--- src/rtl/poli_crc_sequencer.sv ---
`default_nettype none
// ============================================================================
// Module   : poli_crc_sequencer
// Purpose  : Bit-serial CRC sequencer driving an external polymorphic XOR/BUF
//            cell array; the cell orient vector carries the generator polynomial.
// Revision : 1.0 - initial release
// ============================================================================
module poli_crc_sequencer #(
    parameter int W             = 32,
    parameter int SETTLE_CYCLES = 2
) (
    input  logic         CLK,
    input  logic         nRST,
    input  logic [W-1:0] cfg_poly,
    input  logic [W-1:0] cfg_init,
    input  logic         start,
    input  logic         in_valid,
    input  logic [7:0]   in_data,
    output logic         in_ready,
    output logic         busy,
    output logic [W-1:0] crc_out,
    output logic [W-1:0] poli_A,
    output logic [W-1:0] poli_B,
    output logic [W-1:0] poli_orient,
    output logic         poli_output_select,
    input  logic [W-1:0] poli_X
);

    localparam int CNT_W = (SETTLE_CYCLES > 1) ? $clog2(SETTLE_CYCLES) : 1;
    localparam logic [CNT_W-1:0] C_SETTLE_LAST = CNT_W'(SETTLE_CYCLES - 1);

    typedef enum logic [1:0] {
        S_IDLE    = 2'd0,
        S_SETTLE  = 2'd1,
        S_CAPTURE = 2'd2
    } state_t;

    state_t             state_q, state_d;
    logic [W-1:0]       crc_q, crc_d;
    logic [W-1:0]       poly_q, poly_d;
    logic [7:0]         data_q, data_d;
    logic [2:0]         bit_idx_q, bit_idx_d;
    logic [CNT_W-1:0]   settle_cnt_q, settle_cnt_d;

    logic               w_active;
    logic               w_fb;
    logic               w_ready;

    always_ff @(posedge CLK or negedge nRST) begin
        if (!nRST) begin
            state_q      <= S_IDLE;
            crc_q        <= '0;
            poly_q       <= '0;
            data_q       <= '0;
            bit_idx_q    <= 3'd7;
            settle_cnt_q <= '0;
        end else begin
            state_q      <= state_d;
            crc_q        <= crc_d;
            poly_q       <= poly_d;
            data_q       <= data_d;
            bit_idx_q    <= bit_idx_d;
            settle_cnt_q <= settle_cnt_d;
        end
    end

    always_comb begin
        state_d      = state_q;
        crc_d        = crc_q;
        poly_d       = poly_q;
        data_d       = data_q;
        bit_idx_d    = bit_idx_q;
        settle_cnt_d = settle_cnt_q;

        // in_ready is gated by nRST so it stays low for the whole reset window
        w_ready  = (state_q == S_IDLE) && nRST && !start;
        w_active = (state_q == S_SETTLE) || (state_q == S_CAPTURE);
        w_fb     = crc_q[W-1] ^ data_q[bit_idx_q];

        in_ready           = w_ready;
        busy               = w_active;
        poli_output_select = w_active;
        poli_A             = '0;
        poli_B             = '0;
        poli_orient        = '0;
        if (w_active) begin
            poli_A      = {crc_q[W-2:0], 1'b0};
            poli_B      = {W{w_fb}};
            poli_orient = poly_q;
        end

        case (state_q)
            S_IDLE: begin
                if (in_valid && w_ready) begin
                    poly_d       = cfg_poly;
                    data_d       = in_data;
                    bit_idx_d    = 3'd7;
                    settle_cnt_d = '0;
                    state_d      = S_SETTLE;
                end
            end
            S_SETTLE: begin
                settle_cnt_d = settle_cnt_q + CNT_W'(1);
                if (settle_cnt_q == C_SETTLE_LAST) begin
                    state_d = S_CAPTURE;
                end
            end
            S_CAPTURE: begin
                crc_d = poli_X;
                if (bit_idx_q == 3'd0) begin
                    state_d = S_IDLE;
                end else begin
                    bit_idx_d    = bit_idx_q - 3'd1;
                    settle_cnt_d = '0;
                    state_d      = S_SETTLE;
                end
            end
            default: begin
                state_d = S_IDLE;
            end
        endcase

        // start overrides everything, including a capture on the same cycle
        if (start) begin
            crc_d        = cfg_init;
            state_d      = S_IDLE;
            settle_cnt_d = '0;
            bit_idx_d    = 3'd7;
        end
    end

    assign crc_out = crc_q;

endmodule
`default_nettype wire
--- config.mk ---
export PLATFORM = sky130hd
export DESIGN_NAME = poli_crc_sequencer
export DESIGN_NICKNAME = d
export VERILOG_FILES = /design/src/rtl/poli_crc_sequencer.sv
export SDC_FILE = /design/constraint.sdc
export NUM_CORES = 1
export LEC_CHECK = 0
export ABC_AREA = 1
export CORE_AREA = 2 2 96 121
export DETAILED_ROUTE_END_ITERATION = 10
export DIE_AREA = 0 0 98 123
export MAX_ROUTING_LAYER = met4
export PLACE_DENSITY_LB_ADDON = 0.05
export SKIP_LAST_GASP = 1
export SLEW_MARGIN = 30
export SYNTH_ARGS = -nofsm -noshare
export SYNTH_HDL_FRONTEND = slang
export SYNTH_SLANG_ARGS = --single-unit
export TNS_END_PERCENT = 100
--- constraint.sdc ---
create_clock -name CLK -period 3.9 [get_ports CLK]
set_input_delay 0.78 -clock CLK [delete_from_list [all_inputs] [get_ports CLK]]
set_output_delay 0.78 -clock CLK [all_outputs]
set_load 0.005 [all_outputs]
### Yosys cells after proc, flatten, opt, wreduce, memory -nomap -nowiden

Index checks and enable logic that the tools add are counted.

| word-level totals | value |
|---|---|
| register bits | 78 |
| bits of input ports | 108 |
| output and inout port bits | 131 |

| operators by class | value |
|---|---|
| mux-type cells | 20 |
| add/sub/neg operators | 2 |
| equal/unequal tests | 5 |
| bitwise gates (word level) | 1 |
| reduce and logical (&&, ||, !) cells | 14 |
| magnitude comparators | 1 |

Operator list:

| cell | count |
|---|---|
| 2-to-1 mux 32 bit | 5 |
| 2-to-1 mux 3 bit | 3 |
| 2-to-1 mux 2 bit | 3 |
| inequality test 3 bit (second input constant) | 2 |
| one-hot mux 2 bit (3 select lines) | 1 |
| one-hot mux 3 bit (2 select lines) | 1 |
| AND reduction 3 bit | 2 |
| 2-to-1 mux 1 bit | 5 |
| < comparator 3 x 4 -> 1 bit (second input constant) | 1 |
| AND reduction 2 bit | 2 |
| nonzero test 4 bit | 1 |
| binary-select mux 1 bit (select 3 bit) | 1 |
| logical AND 1 bit | 3 |
| logical NOT 3 bit | 1 |
| inequality test 3 x 2 -> 1 bit (second input constant) | 1 |
| one-hot mux 1 bit (3 select lines) | 1 |
| nonzero test 3 bit | 1 |
| subtractor 3 x 1 -> 3 bit (second input constant) | 1 |
| == test 2 x 1 -> 1 bit (second input constant) | 1 |
| == test 2 bit (second input constant) | 1 |
| logical NOT 2 bit | 1 |
| nonzero test 2 bit | 1 |
| adder 1 bit (second input constant) | 1 |
| logical NOT 1 bit | 1 |
| other kinds (2) | 2 |

### Logic depth before layout (Yosys ltp)

| logic depth | value |
|---|---|
| word-level depth | 7 |
| mapped depth | 10 |

### Least setup slack after synthesis

Ideal clock, no wire load.

| timing | value |
|---|---|
| path kind | flip-flop to output port |
| start point | register state_q[0] |
| end point | output poli_B[10] |
| cell stages (with the launch flop) | 7 |
| slack | 656 ps |
| arrival | 2464 ps |
| path buffers | 2 |
| path through | dfrtp_1 inv_1 ha_1 clkbuf_1 nand2_1 nor2_1 buf_4 |

| on the way | value |
|---|---|
| word-level cells in the longest chain between the ends | 3 |
| elaborated cells between the ends (all ways) | 4 |
| those cells by class | eq/ne: 2; mux: 1; reduce/logical: 1 |

RTL lines:

| item | line | RTL |
|---|---|---|
| start: declaration | 38 | `state_t state_q, state_d;` |
| start signal: assignment | 58 | `state_q <= state_d;` |
| == test 2 x 1 -> 1 bit / == test 2 bit (equally long branches) | 77 | `w_active = (state_q == S_SETTLE) \|\| (state_q == S_CAPTURE);` |
| logical OR 1 bit * | 77 |  |
| via busy | 20 | `output logic busy,` |
| 2-to-1 mux 32 bit * | 86 | `if (w_active) begin` |
| end: declaration | 23 | `output logic [W-1:0] poli_B,` |

The timed path passes the listed nets; every way through them passes the cells marked *.

### Worst setup path after layout

| timing | value |
|---|---|
| start point | register state_q[0] |
| end point | output poli_B[25] |

| on the way | value |
|---|---|
| word-level cells in the longest chain between the ends | 3 |
| elaborated cells between the ends (all ways) | 4 |
| those cells by class | eq/ne: 2; mux: 1; reduce/logical: 1 |

RTL lines:

| item | line |
|---|---|
| == test 2 x 1 -> 1 bit / == test 2 bit (equally long branches) | 77 |
| logical OR 1 bit * | 77 |
| 2-to-1 mux 32 bit * | 86 |

Every way passes the cells marked *; elsewhere a longest branch is shown, timed or not.

==> impl_metrics.py <==
metrics = {
    "run_status": {
        "status": "finished clean",
    },
    "floorplan": {
        "floorplan.die_area_um2": 12100,
        "die_width_um": 98,
        "floorplan.initialDensity_pct": 38.1,
        "fp.dieH_um": 123,
        "rows": 43,
        "ioPinCount": 239,
        "core_area_um2": 10900,
    },
    "clock_network": {
        "worst_skew_pair.late_latency_ns": 0.33,
        "ctsHoldBuffers": 0,
        "cts_resized": 0,
        "numCtsBuffers": 9,
        "clock_tree.htree_level_count": 3,
        "cts.root.buffer_cell": "clkbuf_16",
        "cts_setup_buffers": 0,
        "cts_tree": "built",
        "clk_path_buf_depth": 2,
        "clkTransAtPathRegs_ns": 0.06,
        "cts_sinks": 78,
    },
    "placed_design": {
        "place_hpwl_mm": 8.34,
        "place.gp.congestion": 0.821,
        "io_buffers": 237,
    },
    "logic_synthesis": {
        "synthDominantCellAreaShare_pct": 45.1,
        "synth_top_area_cell": "dfrtp_1",
        "netlist-cell-type-count": 23,
        "syn_inst": 513,
        "netlist_top_cells_area": "dfrtp_1, nand2_1, mux2_2",
        "synthesized_area_divided_by_synthesized_cell_count_um2": 8.11,
        "synth-seq-cells": 78,
        "synth.yosys.warnings": 0,
        "synth_sequential_area_ratio_pct": 47.0,
        "post_synth_instance_area_um2": 4160,
        "synth.net_count": 629,
    },
    "critical_path": {
        "critical_path_class": "flip-flop to output pin",
        "timing.critical_path.fanout_max": 32,
        "critPathRequiredTime_ns": 3.12,
        "cp-start-kind": "flip-flop",
        "worst_ep_arrival_time_ns": 2.56,
        "critPathCaptureType": "output pin",
    },
    "global_route": {
        "grt_start_max_net_pins": 80,
        "globalRoute.totalOverflow": 0,
        "gr-usage-all-layers_pct": 19.0,
        "number_of_antenna_violations_at_the_first_check_in_global_routing": 0,
        "wire_length_of_the_first_global_routing_pass_mm": 17.8,
        "grt_pass1_vias": 3679,
    },
    "cells_and_area": {
        "synthToLayoutAreaGrowth_pct": 62.1,
        "finalNetCount": 827,
        "nFillCells": 976,
        "multiInputGateArea_um2": 1560,
        "sequential_cell_area_um2": 1960,
        "drive_above_1_share_pct": 8.52,
        "diodes_inserted": 0,
    },
    "route": {
        "dr_wl_met3_um": 707,
        "wl_mm": 11.3,
        "avgViaCountPerCell": 4.50,
        "wl_per_cell_um": 13.2,
        "dr_wl_met2_mm": 5.67,
        "route.top_layer_used": "met4",
        "drt_first_pass_iters": 4,
        "drt_iter0_drc": 110,
        "remaining_drc_errors": 0,
        "detail-route-antenna-nets": 0,
        "route.vias.total": 3831,
        "m1WireLength_mm": 4.67,
    },
    "timing": {
        "relSlewSlack_pct": 52.9,
        "finalClockSkew_ns": 0.00516,
        "setup_tns_ns": 0,
        "unrepaired_setup_endpoints_after_global_routing": "no",
        "period_minus_slack_ns": 3.34,
        "worst_slew_pin_slew_ns": 0.707,
        "slew_violations": 0,
        "ratio_of_final_minimum_period_to_clock_period_pct": 85.7,
        "finalHoldViolCount": 0,
        "fmaxAchievable_mhz": 299,
        "final_setup_violating_endpoints": 0,
    },
    "power_and_ir_drop": {
        "sequentialPowerShare_pct": 27.2,
        "power_switching_mw": 1.51,
        "cellInternalPower_mw": 3.32,
        "comb_power_share_pct": 53.8,
        "report.power.total_mw": 4.83,
        "power.ir.vdd_worst_v": 0.000311,
        "leakagePower_nw": 3.40,
        "share_clk_of_total_power_pct": 19.0,
        "power.density_nw_per_um2": 717,
        "power.switching_fraction_pct": 31.3,
    },
    "hold_path": {
        "worst_hold_path_type": "flip-flop to flip-flop",
    },
    "job": {
        "drv_cap": 0,
    },
}
## layer usage
layer,global-route usage (%),up-vias
met2,31.9,150
met4,7.90,0
met1,22.6,1753
met5,-,-
met3,3.62,16
li1,-,1912
## cells by family after synthesis
| group | share of synthesized area [%] |
|---|---|
| and+or+nand+nor | 23.2 |
| buffers and inverters | 15.6 |
| DFF | 47.0 |
| muxes | 9.03 |
| AOI/OAI and AO/OA | 2.59 |
| adders and majority gates | 2.41 |
| other | 0.0902 |
## power groups by stage
stage / sequential (mW) / clock [mW] / combinational (mW)
CTS: 1.32 / 0.945 / 2.65
finish: 1.32 / 0.917 / 2.60
global route: 1.36 / 0.982 / 2.87
global placement: 1.31 / 0 / 2.60
detailed placement: 1.33 / 0 / 2.64
floorplan: 1.28 / 0 / 1.38
## sequential cells by signal (all words and copies together), names as in the netlist
name / count
bit_idx_q: 3
crc_out: 32
data_q: 8
poly_q: 32
settle_cnt_q: 1
state_q: 2
## final cells by class
type                            count  area share, %
Clock buffer                       13           4.01
Clock inverter                      3          0.965
Inverter                           79           4.40
Multi-Input combinational cell    301           23.2
Sequential cell                    78           29.0
Tap cell                          135           2.51
Timing Repair Buffer              242           35.9
## critical path: stages, from the launching register on
cell and delay (ns):
dfrtp_1 0.40, inv_1 0.11, ha_2 0.67, nand2_1 0.10, nor2_1 0.10, buf_4 0.27, clkdlybuf4s50_1 0.56
## path summary, 6_finish.rpt
path	from	end	slack [ns]	cells after the start
max in group asynchronous	nRST	poly_q[22]	2.81	2
setup / recovery	state_q[0]	poli_B[25]	0.56	6
setup reg to reg	state_q[0]	settle_cnt_q	1.95	6
min in group asynchronous	nRST	data_q[7]	0.62	2
hold reg to reg	bit_idx_q[2]	bit_idx_q[2]	0.47	2
hold / removal	bit_idx_q[2]	bit_idx_q[2]	0.47	2
## placed cells by master (no fill, tap or decap)
cell / n
a21boi_0: 1
a21oi_1: 10
buf_12: 1
buf_4: 4
buf_6: 1
bufinv_16: 2
clkbuf_1: 1
clkbuf_16: 9
clkbuf_8: 3
clkdlybuf4s50_1: 236
clkinv_2: 1
conb_1: 1
dfrtp_1: 75
dfstp_2: 3
ha_1: 7
ha_2: 1
inv_1: 78
inv_2: 1
mux2_2: 28
mux2_4: 4
nand2_1: 181
nand2_4: 1
nand3_1: 41
nor2_1: 14
nor2_2: 1
nor2_4: 1
nor3b_1: 1
o211ai_1: 1
o21ai_0: 7
o31ai_1: 1
## stage by stage
step	utilization, %	area [um2]	hold slack (ns)	instances	setup WS, ns
after floorplan	-	4160	0.449	513	0.656
after global placement	58.6	6400	0.462	835	0.938
after detailed placement	58.7	6410	0.460	835	0.858
after CTS	61.7	6740	0.470	851	0.508
after global routing	61.7	6740	0.500	851	0.315
final	61.7	6740	0.466	851	0.557
## Yosys cell counts
| master | number |
|---|---|
| o31ai_1 | 1 |
| buf_6 | 2 |
| conb_1 | 1 |
| nor2_1 | 15 |
| dfrtp_1 | 75 |
| a21boi_0 | 1 |
| nand2_1 | 181 |
| buf_2 | 7 |
| dfstp_2 | 3 |
| mux2_2 | 28 |
| nand3_1 | 41 |
| a21oi_1 | 10 |
| clkbuf_1 | 11 |
| o211ai_1 | 1 |
| nor3b_1 | 1 |
| nand2_2 | 1 |
| ha_1 | 8 |
| o21ai_0 | 7 |
| inv_1 | 79 |
| mux2_4 | 4 |
| buf_4 | 33 |
| nor2_4 | 1 |
| buf_1 | 2 |
Note: power is estimated with default switching activity, not from simulation.
